### config.mk
export PLATFORM = sky130hd
export DESIGN_NAME = imem_loader
export DESIGN_NICKNAME = d
export VERILOG_FILES = /design/src/rtl/imem_loader_pkg.sv /design/src/rtl/imem_word_assembler.sv /design/src/rtl/imem_loader.sv
export SDC_FILE = /design/constraint.sdc
export NUM_CORES = 1
export LEC_CHECK = 0
export CORE_MARGIN = 2
export CORE_UTILIZATION = 25
export DETAILED_ROUTE_END_ITERATION = 7
export GPL_TIMING_DRIVEN = 0
export PLACE_DENSITY = 0.51
export SYNTH_ARGS = -nofsm -noshare
export SYNTH_HDL_FRONTEND = slang
export SYNTH_SLANG_ARGS = --single-unit
### constraint.sdc
create_clock -name clk -period 2.3 [get_ports clk]
set_clock_uncertainty 0.05 [all_clocks]
set_input_delay 0.345 -clock clk [delete_from_list [all_inputs] [get_ports clk]]
set_output_delay 0.345 -clock clk [all_outputs]
set_load 0.01 [all_outputs]
### src/rtl/imem_loader_pkg.sv
// Shared definitions for the boot-time instruction-memory loader and the
// instruction memory itself: memory geometry, the default frame-start marker,
// loader state encoding and a frame-length legality helper.
package imem_loader_pkg;

  localparam int         IMEM_WORDS     = 1024;
  localparam int         IMEM_ADDR_W    = 10;
  localparam logic [7:0] START_BYTE_DEF = 8'hA5;

  // Loader FSM encoding
  localparam logic [2:0] ST_IDLE   = 3'd0;
  localparam logic [2:0] ST_LEN_HI = 3'd1;
  localparam logic [2:0] ST_LEN_LO = 3'd2;
  localparam logic [2:0] ST_DATA   = 3'd3;
  localparam logic [2:0] ST_CHECK  = 3'd4;
  localparam logic [2:0] ST_DONE   = 3'd5;
  localparam logic [2:0] ST_ERROR  = 3'd6;

  // A frame may carry 1 .. 2**aw words; anything else is rejected.
  function automatic logic len_ok(input logic [15:0] n, input int aw);
    return (n != 16'd0) && ({1'b0, n} <= (17'd1 << aw));
  endfunction

endpackage

### src/rtl/imem_word_assembler.sv
// Big-endian word assembler for the loader payload.
//   clk         system clock
//   reset       synchronous active-high reset
//   clr_i       start of a new payload: clears byte counter and checksum
//   byte_vld_i  an accepted payload byte is on byte_i this cycle
//   byte_i      payload byte
//   word_rdy_o  this byte completes a word (combinational pulse)
//   word_o      assembled word including the current byte (valid with word_rdy_o)
//   chk_o       XOR of all payload bytes accepted since clr_i
module imem_word_assembler
  import imem_loader_pkg::*;
(
  input  logic        clk,
  input  logic        reset,
  input  logic        clr_i,
  input  logic        byte_vld_i,
  input  logic [7:0]  byte_i,
  output logic        word_rdy_o,
  output logic [31:0] word_o,
  output logic [7:0]  chk_o
);

  logic [1:0]  cnt_q,   cnt_d;
  logic [23:0] shift_q, shift_d;
  logic [7:0]  chk_q,   chk_d;

  always_comb begin
    cnt_d   = cnt_q;
    shift_d = shift_q;
    chk_d   = chk_q;
    if (clr_i) begin
      cnt_d = 2'd0;
      chk_d = 8'd0;
    end else if (byte_vld_i) begin
      cnt_d   = cnt_q + 2'd1;
      shift_d = {shift_q[15:0], byte_i};
      chk_d   = chk_q ^ byte_i;
    end
  end

  // The fourth byte is not stored; it is merged straight into the output word
  // so the write can be registered on the same edge that accepts it.
  assign word_rdy_o = byte_vld_i && (cnt_q == 2'd3);
  assign word_o     = {shift_q, byte_i};
  assign chk_o      = chk_q;

  always_ff @(posedge clk) begin
    if (reset) begin
      cnt_q <= 2'd0;
      chk_q <= 8'd0;
    end else begin
      cnt_q <= cnt_d;
      chk_q <= chk_d;
    end
  end

  // Partial-word bytes carry no control meaning, so they are not reset.
  always_ff @(posedge clk) begin
    shift_q <= shift_d;
  end

endmodule

### src/rtl/imem_loader.sv
// Boot-time program loader: parses a framed byte stream
//   START_BYTE, LEN_HI, LEN_LO, N x 4 payload bytes (MSB first), CHK
// and writes the words to instruction memory from address 0. The CPU is held
// until a frame ends with a matching XOR checksum.
//   clk      system clock, rising edge
//   reset    synchronous active-high reset
//   RxData   incoming byte
//   RxValid  RxData valid this cycle
//   RxReady  byte accepted when RxValid && RxReady (low only during reset)
//   WrEn     one-cycle instruction-memory write strobe
//   WrAddr   word address of the write (held between writes)
//   WrData   word of the write (held between writes)
//   CpuHold  keep the CPU stalled; low only after a good frame
//   Done     good frame loaded (sticky until the next START_BYTE)
//   Error    frame rejected (sticky until the next START_BYTE)
module imem_loader
  import imem_loader_pkg::*;
#(
  parameter int         ADDR_W     = IMEM_ADDR_W,
  parameter logic [7:0] START_BYTE = START_BYTE_DEF
) (
  input  logic              clk,
  input  logic              reset,
  input  logic [7:0]        RxData,
  input  logic              RxValid,
  output logic              RxReady,
  output logic              WrEn,
  output logic [ADDR_W-1:0] WrAddr,
  output logic [31:0]       WrData,
  output logic              CpuHold,
  output logic              Done,
  output logic              Error
);

  logic [2:0]        state_q,   state_d;
  logic [7:0]        len_hi_q,  len_hi_d;
  logic [15:0]       len_q,     len_d;
  // One bit wider than the address so a full 2**ADDR_W frame never wraps.
  logic [ADDR_W:0]   widx_q,    widx_d;
  logic              wr_en_q,   wr_en_d;
  logic [ADDR_W-1:0] wr_addr_q, wr_addr_d;
  logic [31:0]       wr_data_q, wr_data_d;

  logic        accept;
  logic        asm_clr;
  logic        asm_vld;
  logic        word_rdy;
  logic [31:0] word;
  logic [7:0]  chk;
  logic        last_word;

  // Every write completes in one cycle, so the stream is never throttled.
  assign RxReady = ~reset;
  assign accept  = RxValid && RxReady;
  assign asm_clr = accept && (state_q == ST_LEN_LO);
  assign asm_vld = accept && (state_q == ST_DATA);

  imem_word_assembler u_asm (
    .clk        (clk),
    .reset      (reset),
    .clr_i      (asm_clr),
    .byte_vld_i (asm_vld),
    .byte_i     (RxData),
    .word_rdy_o (word_rdy),
    .word_o     (word),
    .chk_o      (chk)
  );

  assign last_word = (17'(widx_q) + 17'd1) == {1'b0, len_q};

  always_comb begin
    state_d   = state_q;
    len_hi_d  = len_hi_q;
    len_d     = len_q;
    widx_d    = widx_q;
    wr_en_d   = 1'b0;
    wr_addr_d = wr_addr_q;
    wr_data_d = wr_data_q;
    case (state_q)
      ST_IDLE: begin
        if (accept && (RxData == START_BYTE)) state_d = ST_LEN_HI;
      end
      ST_LEN_HI: begin
        if (accept) begin
          len_hi_d = RxData;
          state_d  = ST_LEN_LO;
        end
      end
      ST_LEN_LO: begin
        if (accept) begin
          len_d   = {len_hi_q, RxData};
          widx_d  = '0;
          state_d = len_ok({len_hi_q, RxData}, ADDR_W) ? ST_DATA : ST_ERROR;
        end
      end
      ST_DATA: begin
        if (word_rdy) begin
          wr_en_d   = 1'b1;
          wr_addr_d = widx_q[ADDR_W-1:0];
          wr_data_d = word;
          widx_d    = widx_q + 1'b1;
          if (last_word) state_d = ST_CHECK;
        end
      end
      ST_CHECK: begin
        if (accept) state_d = (RxData == chk) ? ST_DONE : ST_ERROR;
      end
      ST_DONE, ST_ERROR: begin
        if (accept && (RxData == START_BYTE)) state_d = ST_LEN_HI;
      end
      default: state_d = ST_IDLE;
    endcase
  end

  // State and write-port registers; WrEn follows the 4th byte by one cycle.
  always_ff @(posedge clk) begin
    if (reset) begin
      state_q   <= ST_IDLE;
      len_hi_q  <= 8'd0;
      len_q     <= 16'd0;
      widx_q    <= '0;
      wr_en_q   <= 1'b0;
      wr_addr_q <= '0;
      wr_data_q <= 32'd0;
    end else begin
      state_q   <= state_d;
      len_hi_q  <= len_hi_d;
      len_q     <= len_d;
      widx_q    <= widx_d;
      wr_en_q   <= wr_en_d;
      wr_addr_q <= wr_addr_d;
      wr_data_q <= wr_data_d;
    end
  end

  assign WrEn    = wr_en_q;
  assign WrAddr  = wr_addr_q;
  assign WrData  = wr_data_q;
  assign Done    = (state_q == ST_DONE);
  assign Error   = (state_q == ST_ERROR);
  assign CpuHold = (state_q != ST_DONE);

endmodule

---- Word-level counts from Yosys, hierarchy flattened ----
Index checks and enable logic that the tools add are counted.
cells by class
  reduce and logical (&&, ||, !) cells .... 18
  mux-type cells .......................... 13
  order comparisons ....................... 1
  add/sub/neg operators ................... 3
  bitwise gates (word level) .............. 4
  equal/unequal tests ..................... 17
operator list
  kind                   count
  $mux 11                2
  $pmux 11 s2            1
  $mux 3                 7
  $eq 12x16->1           1
  $le 16x11->1 const B   1
  $reduce_bool 16->1     1
  $pmux 3 s5             1
  $add 11x1->12 const B  1
  $add 11x1->11 const B  1
  $eq 3x3->1 const B     3
  $eq 8x8->1             1
  $eq 8x8->1 const B     1
  $ne 2x2->1 const B     4
  $reduce_and 2->1       4
  $xor 8x8->8            1
  $eq 3x2->1 const B     2
  $logic_and 1x1->1      6
  $reduce_and 6->1       1
  $ne 2x1->1 const B     2
  $reduce_or 2->1        2
  $eq 3x1->1 const B     1
  $logic_not 3->1        1
  $ne 3x3->1 const B     1
  $not 1->1              3
  7 further kinds        7
word-level totals
  flip-flop bits (word level) ............. 115
  output and inout port bits .............. 47
  input port bits ......................... 11
  word-level logic and storage cells ...... 66

---- Depth between registers and ports, before layout ----
Gate-level depths: netlist (run 1).
  word-level depth ........................ 6
  mapped depth ............................ 9
  mapped depth without buffers ............ 7

---- Hierarchy ----
From an unflattened synthesis (run 1), not the netlist that was laid out.
unflattened totals
  cells, all modules ...................... 552
  area total of the unflattened synthesis .. 4858.4 sq um
modules (own cells, without submodules)
  module               area an instance (sq um)  sequential area each (sq um)  instances  cells an instance
  imem_loader          3583.4                    1621.6                        1          475
  imem_word_assembler  1275.0                    920.9                         1          77

---- Worst setup path after synthesis (run 1) ----
No wires, ideal clock.
  path kind ............................... flip-flop to flip-flop
  start point ............................. reg state_q[2]
  end point ............................... reg u_asm.chk_q[0], in the netlist u_asm.chk_o[0]
  data required time ...................... 2.122 ns
  path buffers ............................ 2
  path slack .............................. 0.033 ns
  library setup time ...................... 0.128 ns
  period minus slack after synthesis ...... 2.267 ns
  cell stages (with the launch flop) ...... 8
  arrival time ............................ 2.089 ns
  path through ............................ dfxtp_1 > clkbuf_1 > nor2b_1 > and3_1 > clkbuf_1 > nand2_1 > xor2_1 > nor2_1
on the way
  longest elaborated chain between the ends .. 3
  elaborated cells between the ends (all ways) .. 5
  classes of those cells .................. eq/ne: 2; reduce/logical: 3
RTL lines
  element                           line                       text
  start: declaration                imem_loader.sv:35          logic [2:0] state_q, state_d;
  start signal: assignment          imem_loader.sv:126         state_q <= state_d;
  $eq 3x2->1                        imem_loader.sv:55          assign asm_clr = accept && (state_q == ST_LEN_LO);
  $logic_and 1x1->1                 imem_loader.sv:55
  $reduce_or 2->1 (no source line)  --
  end signal: assignment            imem_word_assembler.sv:53  chk_q <= chk_d;
  end: declaration                  imem_word_assembler.sv:25  logic [7:0] chk_q, chk_d;
Several ways; a longest one is shown, not always the timed one.
A chain may end at the register's enable or synchronous reset.

---- Worst setup path in the final report (run 1) ----
  start point ............................. in RxData[6]
  end point ............................... reg state_q[0]
on the way
  longest elaborated chain between the ends .. 5
  elaborated cells between the ends (all ways) .. 13
  classes of those cells .................. order compare: 1; eq/ne: 3; mux: 5; reduce/logical: 4
RTL lines
  element                                                    line                   text
  start: declaration                                         imem_loader.sv:24      input logic [7:0] RxData,
  $le 16x11->1 / $reduce_bool 16->1 (equally long branches)  imem_loader_pkg.sv:21  return (n != 16'd0) && ({1'b0, n} <= (17'd1 << aw));
  $logic_and 1x1->1                                          imem_loader_pkg.sv:21
  $mux 3                                                     imem_loader.sv:93      state_d = len_ok({len_hi_q, RxData}, ADDR_W) ? ST_DATA : ST_ERROR;
  $mux 3                                                     imem_loader.sv:90      if (accept) begin
  $pmux 3 s5                                                 imem_loader.sv:79      case (state_q)
Several ways; a longest one is shown, not always the timed one. The select of a mux whose other input is x is not followed.

==> results of run 1 <==
[logic make-up (layout without fill, tap and decap cells)]
family | count (synthesis) | count (layout) | synth area share [%]
AOI/OAI and AO/OA | 106 | 106 | 12.5
and+or+nand+nor | 223 | 223 | 21.0
xor gates and xnor gates | 31 | 31 | 5.83
DFF | 115 | 115 | 54.6
muxes | 5 | 5 | 1.07
adders and majority gates | 2 | 2 | 0.537
buffers and inverters | 51 | 139 | 4.46
[registers in the layout (all words and copies together), names as in the netlist]
register and flops:
u_asm.chk_o 8, len_hi_q 8, u_asm.shift_q 24, WrEn 1
u_asm.cnt_q 2, state_q 3, len_q 16, widx_q 11
WrAddr 10, WrData 32
[timing repair]
action / CTS / global route
gates cloned: 0 / 0
pin swaps: 1 / 1
resized for setup: 5 / 15
setup endpoints to repair: 40 / 19
buffers inserted: 2 / 0
[power groups by stage]
stage	combinational, mW	sequential (mW)	clock [mW]
floorplan	0.0373	2.10	0
detailed placement	0.0923	2.10	0
finish	0.0906	2.05	2.79
global placement	0.0910	2.10	0
global route	0.0995	2.05	2.95
CTS	0.0919	2.05	2.85
[how the worst min path moves through the flow]
stage / start / to
floorplan: u_asm.shift_q[2] / u_asm.shift_q[10]
global placement: u_asm.shift_q[7] / u_asm.shift_q[15]
detailed placement: u_asm.shift_q[7] / u_asm.shift_q[15]
CTS: u_asm.shift_q[7] / u_asm.shift_q[15]
global route: RxData[1] / u_asm.shift_q[1]
finish: RxData[1] / WrData[1]
[through the flow]
stage | util (%) | power (mW) | cell area [sq um] | hold WS (ps) | setup WS, ps
after floorplan | - | 2.13 | 4660 | 376 | 33.4
after global placement | 30.4 | 2.19 | 5520 | 387 | -939
after detailed placement | 30.4 | 2.19 | 5520 | 386 | -644
after CTS | 34.0 | 4.99 | 6170 | 397 | 0.626
after global routing | 34.2 | 5.10 | 6210 | 348 | 2.89
final | 34.2 | 4.93 | 6210 | 345 | 109
[metal layers]
metal	vias up	global-route usage, %
met1	1810	16.7
met3	16	3.86
li1	1952	-
met4	0	5.16
met5	-	0
met2	98	19.4
[layout by cell type, fill, tap and decap left out, types with 7 or more instances in the layout]
cell type        netlist  final
nor3_1                10      9
edfxtp_1              24     24
clkdlybuf4s50_1        0     52
clkbuf_1              23     22
inv_1                 13     13
nand2_1              129    129
o21ai_0               33     33
buf_2                  7      7
xnor2_1                9      9
dfxtp_1               91     89
clkbuf_16              0     18
xor2_1                22     22
a21oi_1               54     54
nor2_1                30     29
nand3_1               16     15
[worst min-delay path: cells and delay by family]
family,cells,cell delay (ps)
AO/OA/AOI/OAI,1,60
buffers and inverters,1,250
AND/OR/NAND/NOR,1,110
[area by class of cell]
cell class	instances	area, sq um
plain buffers	33	144
well taps	229	287
multi-input cells	367	1950
fillers	1842	11900
clock buffers	22	475
flip-flops and latches	115	2550
inverters	15	57.6
clock inverters	10	154
repair buffers	59	594
==> out/metrics.cfg, run 1 <==
[clock_network]
clock_sinks=115
root_buffer=clkbuf_16
numCtsBuffers=17
clk_pin_slew_worst_paths_ps=50
clk-insertion-delay-late_ps=420
clockBufferDepth=2
cts_tree=done
cts_hold_buf=0
cts.htree.levels=4

[global_routing]
grt_antenna_before_repair=0
grt_usage_pct=12.7
grt_pass1_vias=3787
gr-total-overflow=0
grt_max_degree=34
grt_pass1_wl_um=19500

[die]
initial_core_util_pct=25.7
fp.dieH_um=141
die-area_sq_mm=0.0198
fp-row-count=49
dieWidth_um=141
ioPinCount=58
coreArea_sq_mm=0.0181

[sta]
fin_tns_setup_ps=0
rsz0062_at_grt=no
slew_violations=0
max_freq_mhz=456
setup_viol_count_final=0
post-route-period-util_pct=95.3
tightest_slew_ps=631
timing_hold_violations_final=0
fin_crit_ps=2190
maxSlewHeadroom_pct=57.9

[critical_path]
cp_max_fo=7
crit_type=in2reg
cp_top_family=simple AND/OR/NAND/NOR gates
critical_path.cell_chain=clkdlybuf4s50_1, or4_4, or4_1, nand4_1, a21boi_1, o211ai_2, o21ai_1
max_stage_delay_ps=610
crit_required_ps=2550
cp.arrival_ps=2450
reg2reg_to=state_q[1]
rrSetupSlack_ps=190
crit_slowest_cell=clkdlybuf4s50_1
reg2regPathDepth=7
cp-startpoint=RxData[6]
cp_num_buf_inv=1
crit_path_end_kind=flip-flop
r2r-start=widx_q[2]
path_depth=7
cp-endpoint=state_q[0]
cp-start-kind=input port

[route]
via_count=3876
highest_layer=met4
drcViolationCount=0
dr.pass1.iters=5
wl_met3_um=577
avgRoutedWirePerCell_um=13.9
finalWirelength_um=11800
drt_iter0_drc=271
drtAntennaViolNets=0
wl_met2_um=5320
drt-met1-wl_um=5790
avgViaCountPerCell=4.56

[logic_synthesis]
synth_most_common_cell=nand2_1
syn-instance-count=533
dominantRegCellSynth=dfxtp_1
ys_seq_area_share_pct=54.6
synth_area_sq_mm=0.00466
yosys-top-cells-count=nand2_1, dfxtp_1, a21oi_1
yosys.cell_types.count=45
yosysTopAreaCellShare_pct=39.1
synth_edf_count=24
ys_ff_latch=115
syn-num-nets=546
yosys_warnings=0
synth_largest_area_cell=dfxtp_1
syn_area_per_cell_sq_um=8.74
synthTopCellsByArea=dfxtp_1, edfxtp_1, nand2_1
async_reset_ff_share_pct=0

[pwr]
combPwrFrac_pct=1.8
switching_power_uw=960
clockPowerShare_pct=56.5
internal_power_mw=3.97
p_leak_nw=2.17
cellPowerDensity_mw_per_mm2=795
sequentialPowerShare_pct=41.6
ir_drop_mv=0.568
swShare_pct=19.5

[worst_hold_path]
hold_depth=3
hp-class=in2reg

[run]
cap_viol_max_count=0

[placement]
portBuffers=57
dp_cells=819
dp_hpwl_um=8320
gp_congestion=0.794

[finish]
diodes=0
syn2layout_area_growth_pct=33.2
layout-drive-gt1-share_pct=8.70
nets=621
fin_cells=850

[status]
status=finished, final reports clean

No activity file was read; power rests on OpenSTA's default activity.
==> inputs of run 2 (changes only) <==
--- a/config.mk
+++ b/config.mk
@@ -9,6 +9,7 @@
 export CORE_UTILIZATION = 25
 export DETAILED_ROUTE_END_ITERATION = 7
 export GPL_TIMING_DRIVEN = 0
+export MAX_ROUTING_LAYER = met4
 export PLACE_DENSITY = 0.51
 export SYNTH_ARGS = -nofsm -noshare
 export SYNTH_HDL_FRONTEND = slang
==> out/metrics.cfg, run 2 (synthesis gave the netlist of run 1 again) <==
[clock_network]
clock_sinks=115
clockBufferDepth=2
cts.htree.levels=4
root_buffer=clkbuf_16
cts_tree=done
numCtsBuffers=17
clk-insertion-delay-late_ps=420
clk_pin_slew_worst_paths_ps=50

[sta]
post-route-period-util_pct=96.2
setup_viol_count_final=0
timing_hold_violations_final=0
maxSlewHeadroom_pct=58.2
slew_violations=0
setup_ws_ps=88.2
fin_crit_ps=2210
max_freq_mhz=452
tightest_slew_ps=626
rsz0062_at_grt=no

[pwr]
cellPowerDensity_mw_per_mm2=796
internal_power_mw=3.97
swShare_pct=19.5
sequentialPowerShare_pct=41.6
combPwrFrac_pct=1.8
switching_power_uw=964
p_leak_nw=2.17
ir_drop_mv=0.567
clockPowerShare_pct=56.6

[critical_path]
crit_required_ps=2550
cp.arrival_ps=2470
crit_type=in2reg
cp_max_fo=7
crit_path_end_kind=flip-flop
cp-start-kind=input port

[die]
coreArea_sq_mm=0.0181
die-area_sq_mm=0.0198
ioPinCount=58
fp-row-count=49
initial_core_util_pct=25.7
fp.dieH_um=141
dieWidth_um=141

[route]
drcViolationCount=0
via_count=3893
avgRoutedWirePerCell_um=13.9
drtAntennaViolNets=0
finalWirelength_um=11800
drt_iter0_drc=278
avgViaCountPerCell=4.58
dr.pass1.iters=5

[finish]
multiInputGateArea_sq_mm=0.00195
syn2layout_area_growth_pct=33.2
diodes=0
layout-drive-gt1-share_pct=8.70
final_common_cell=nand2_1
fin_util_pct=34.2
largest_reg_flops=32
nFillCells=1842
nets=621
mostFrequentLayoutCells=nand2_1, dfxtp_1, a21oi_1, clkdlybuf4s50_1, o21ai_0
seqCellArea_sq_mm=0.00255

[worst_hold_path]
hp-class=in2reg

[global_routing]
grt_max_degree=34
grt_antenna_before_repair=0
grt_usage_pct=13.1
grt_pass1_wl_um=19500
grt_pass1_vias=3779
gr-total-overflow=0

[placement]
portBuffers=57
gp_congestion=0.805
dp_hpwl_um=8320
post-place-ws_ps=-644

[status]
status=finished, final reports clean

[run]
cap_viol_max_count=0

[run 2: per-stage QoR]
| step | TNS [ps] | area, sq um | power, mW | hold slack [ps] | std cells |
|---|---|---|---|---|---|
| 6_report | 0 | 6210 | 4.94 | 341 | 850 |
| 5_1_grt | 0 | 6210 | 5.10 | 348 | 850 |
| 4_1_cts | 0 | 6170 | 4.99 | 397 | 851 |
| 3_5_place_dp | -37130 | 5520 | 2.19 | 386 | 819 |
| 3_3_place_gp | -54460 | 5520 | 2.19 | 387 | 819 |
| 2_1_floorplan | 0 | 4660 | 2.13 | 376 | 533 |
[run 2: worst paths after layout]
kind,start,end,slack (ps),cells after the start
min reg2reg,u_asm.shift_q[7],u_asm.shift_q[15],400,0
max,RxData[6],state_q[0],90,7
min,RxData[1],WrData[1],340,3
max reg2reg,widx_q[2],state_q[1],190,7
[run 2: critical path: stages]
cell and delay (ps):
clkdlybuf4s50_1 610, or4_4 510, or4_1 520, nand4_1 160, a21boi_1 100, o211ai_2 130
o21ai_1 80
[run 2: layer usage]
layer	track usage, %	part of all wire [%]	vias to the layer above
met3	3.86	4.9	16
met4	5.16	1.1	0
met5	-	0	-
met1	16.8	49	1814
met2	19.3	45	107
li1	-	-	1956
[run 2: final cells by class]
cell class                      instances  share of cell area (%)
Multi-Input combinational cell        367                    31.4
Clock buffer                           22                    7.66
Buffer                                 33                    2.32
Inverter                               15                   0.927
Sequential cell                       115                    41.0
Timing Repair Buffer                   59                    9.57
Clock inverter                         10                    2.48
Tap cell                              229                    4.62
[run 2: power by group through the flow]
| stage | clock (mW) | combinational (mW) | sequential (mW) |
|---|---|---|---|
| finish | 2.79 | 0.0903 | 2.05 |
| global route | 2.94 | 0.0995 | 2.05 |
| CTS | 2.85 | 0.0919 | 2.05 |
| detailed placement | 0 | 0.0923 | 2.10 |
| global placement | 0 | 0.0910 | 2.10 |
| floorplan | 0 | 0.0373 | 2.10 |
[run 2: timing repair]
action	in CTS	in global routing
buffers inserted	2	0
pin swaps	1	1
cloned	0	0
endpoints found under the setup margin	40	39
resized for setup	5	15
endpoints found under the hold margin	0	0
hold buffers	0	0
==> RTL edit (settings of run 2) <==
`wr_data_q` no longer has a reset.
--- a/src/rtl/imem_loader.sv
+++ b/src/rtl/imem_loader.sv
@@ -121,7 +121,6 @@
       widx_q    <= '0;
       wr_en_q   <= 1'b0;
       wr_addr_q <= '0;
-      wr_data_q <= 32'd0;
     end else begin
       state_q   <= state_d;
       len_hi_q  <= len_hi_d;
@@ -129,8 +128,11 @@
       widx_q    <= widx_d;
       wr_en_q   <= wr_en_d;
       wr_addr_q <= wr_addr_d;
-      wr_data_q <= wr_data_d;
     end
+  end
+
+  always_ff @(posedge clk) begin
+    wr_data_q <= wr_data_d;
   end
 
   assign WrEn    = wr_en_q;
Behaviour: differs if reset is asserted again (counterexample within 10 cycles, from zero or initial values and one cycle with reset high); with reset held inactive, the same outputs for 10 cycles.
==> RTL edit against run 2 <==
The run now ends with negative setup slack left; worst setup slack got worse by 0.14 ns; global-route usage decreased by 1.1 points; sequential cell count unchanged; die area decreased by 0.14%; final area increased by 2.8%; wire length down 7.0%; critical path depth fell by 1; synthesized area decreased by 0.13%; count of clock-buffer cells in the layout is 3 lower; final cell count fell by 8.8%; total power down 2.6%; via count decreased by 8.2%; critical path type unchanged.
==> RTL edit: results (changes against run 2) <==
Finish
  – Layout cell share with drive strength beyond 1: 15.0% (+6.3 points)
  – Final nets: 546 (-12%)
  – Ant diodes: 0 (unchanged)
  – Largest register FFs: 32 (unchanged)

Power and ir drop
  – Sw Share: 19.9% (+0.36 points)
  – Pleak: 0.00222 µW (+2.4%)
  – Clk pwr share: 53.0% (-3.6 points)
  – VDD IR-drop max: 0.000400 V (-29%)
  – Comb pwr share: 2.4% (+0.6 points)

Logic synthesis
  – Post-synth top cells: nand2_1 (88), dfxtp_1 (59), edfxtp_1 (56), o21ai_0 (36)
  – Most common flop cell mapped by yosys: dfxtp_1
  – Post-synthesis compound-gate area fraction: 11.1% (-1.5 points)
  – Fraction of registers with async set/reset: 0% (unchanged)
  – Seq/Total Area, Yosys: 61.5% (+7.0 points)
  – Dominant cells by area after synthesis: edfxtp_1 (36%), dfxtp_1 (25%), nand2_1 (7.1%)
  – Post-Synth XOR/XNOR Area: 5.83% (+0.0078 points)
  – Syn nets: 457 (-16%)
  – Post-synth EDFFs: 56 (+130%)
  – Post-synthesis adder-cell area fraction: 0.538% (+0.00072 points)
  – Cell variety after synth: 49 (+8.9%)
  – Multiplexer share of the synthesized area: 0% (-1.1 points)

Worst setup path
  – Worst path max stage delay: 0.64 ns (+0.03 ns)
  – WP data arrival: 2.65 ns (+0.18 ns)

CTS
  – Clock Tree Root: clkbuf_16
  – CTS max path bufs: 2 (unchanged)
  – CTS buffer count: 17 (unchanged)
  – Worst-path clk slew: 0.05 ns (about the same)
  – Clk_lat worst skew: 0.40 ns (-0.02 ns)
  – Setup Fix Bufs, Post-CTS: 14 (+12)
  – Post-CTS sizing: 37 (+32)
  – H-tree levels: 4 (unchanged)

Placed design
  – Placed Area: 5540 µm² (+0.36%)
  – Routability-driven placement congestion ratio: 0.833 (+3.5%)
  – Detailed Place HPWL: 7410 µm (-11%)
  – Port bufs: 57 (unchanged)

Min path
  – Hold WC Path Type: in2reg

Global routing
  – First-pass GRT wire length: 18,000 µm (-7.5%)
  – Largest net degree at the start of global routing: 42 (+24%)
  – GRT Util Overall: 12.0% (-1.1 points)
  – Vias in the first global route: 3,457 (-8.5%)

Timing
  – Worst-Margin Slew: 0.827 ns (+0.201 ns)
  – Setup-failing EPs final: 1 (+1)
  – Setup ws final: -0.0550 ns (-0.143 ns)

Route
  – Via/cell ratio: 4.61 (+0.63%)
  – Drt initial violations: 242 (-13%)
  – Routed len/inst: 14.2 µm (+2.0%)
  – TritonRoute pass-1 iters: 8 (+3)

Outcome
  – Status: finished, violations left
  – Failing checks: negative setup slack

Floorplan
  – Die ar.: 19,700 µm² (-0.14%)
[RTL edit: cell types whose count changed after synthesis, moves of 5 or more]
cell             run 2  this run
dfxtp_1             91        59
nand3_1             16         5
edfxtp_1            24        56
nand2_1            129        88
nor3_1              10         4
nor2b_1              4         9
mux2i_1              5         0
a21oi_1             54        26
clkbuf_1            23        17
[RTL edit: metrics by stage]
stage	cells	setup WS, ns	hold WS [ns]	total power, µW	TNS (ns)
after global routing	775	-0.0238	0.341	4980	-0.0238
after CTS	774	0.00211	0.368	4860	0
after global placement	730	-0.703	0.351	2290	-54.80
after floorplan	444	0.0167	0.350	2240	0
after detailed placement	730	-0.773	0.355	2290	-56.44
final	775	-0.0550	0.339	4810	-0.0550
[RTL edit: area by class of cell]
class | count | area (µm²)
Buffer | 24 | 135
Sequential cell | 115 | 2870
Timing Repair Buffer | 72 | 697
Tap cell | 229 | 287
Clock buffer | 19 | 433
Fill cell | 1767 | 11700
Clock inverter | 13 | 141
Inverter | 9 | 37.5
Multi-Input combinational cell | 294 | 1780
[RTL edit: per-layer routing]
layer | track usage (%) | vias to the layer above | share of wire (%) | routed length, µm
met4 | 5.10 | 0 | 1.7 | 191
li1 | - | 1745 | - | -
met1 | 15.0 | 1702 | 46 | 5060
met3 | 3.11 | 14 | 5.1 | 565
met5 | - | - | 0 | 0
met2 | 18.4 | 111 | 47 | 5200
[RTL edit: worst paths after layout]
kind | start | endpoint | slack (ns) | cells past startpoint
max reg2reg | widx_q[0] | state_q[0] | 0.07 | 6
min reg2reg | u_asm.shift_q[18] | WrData[26] | 0.37 | 0
min | RxData[4] | WrData[4] | 0.34 | 1
max | RxData[6] | state_q[0] | -0.06 | 6
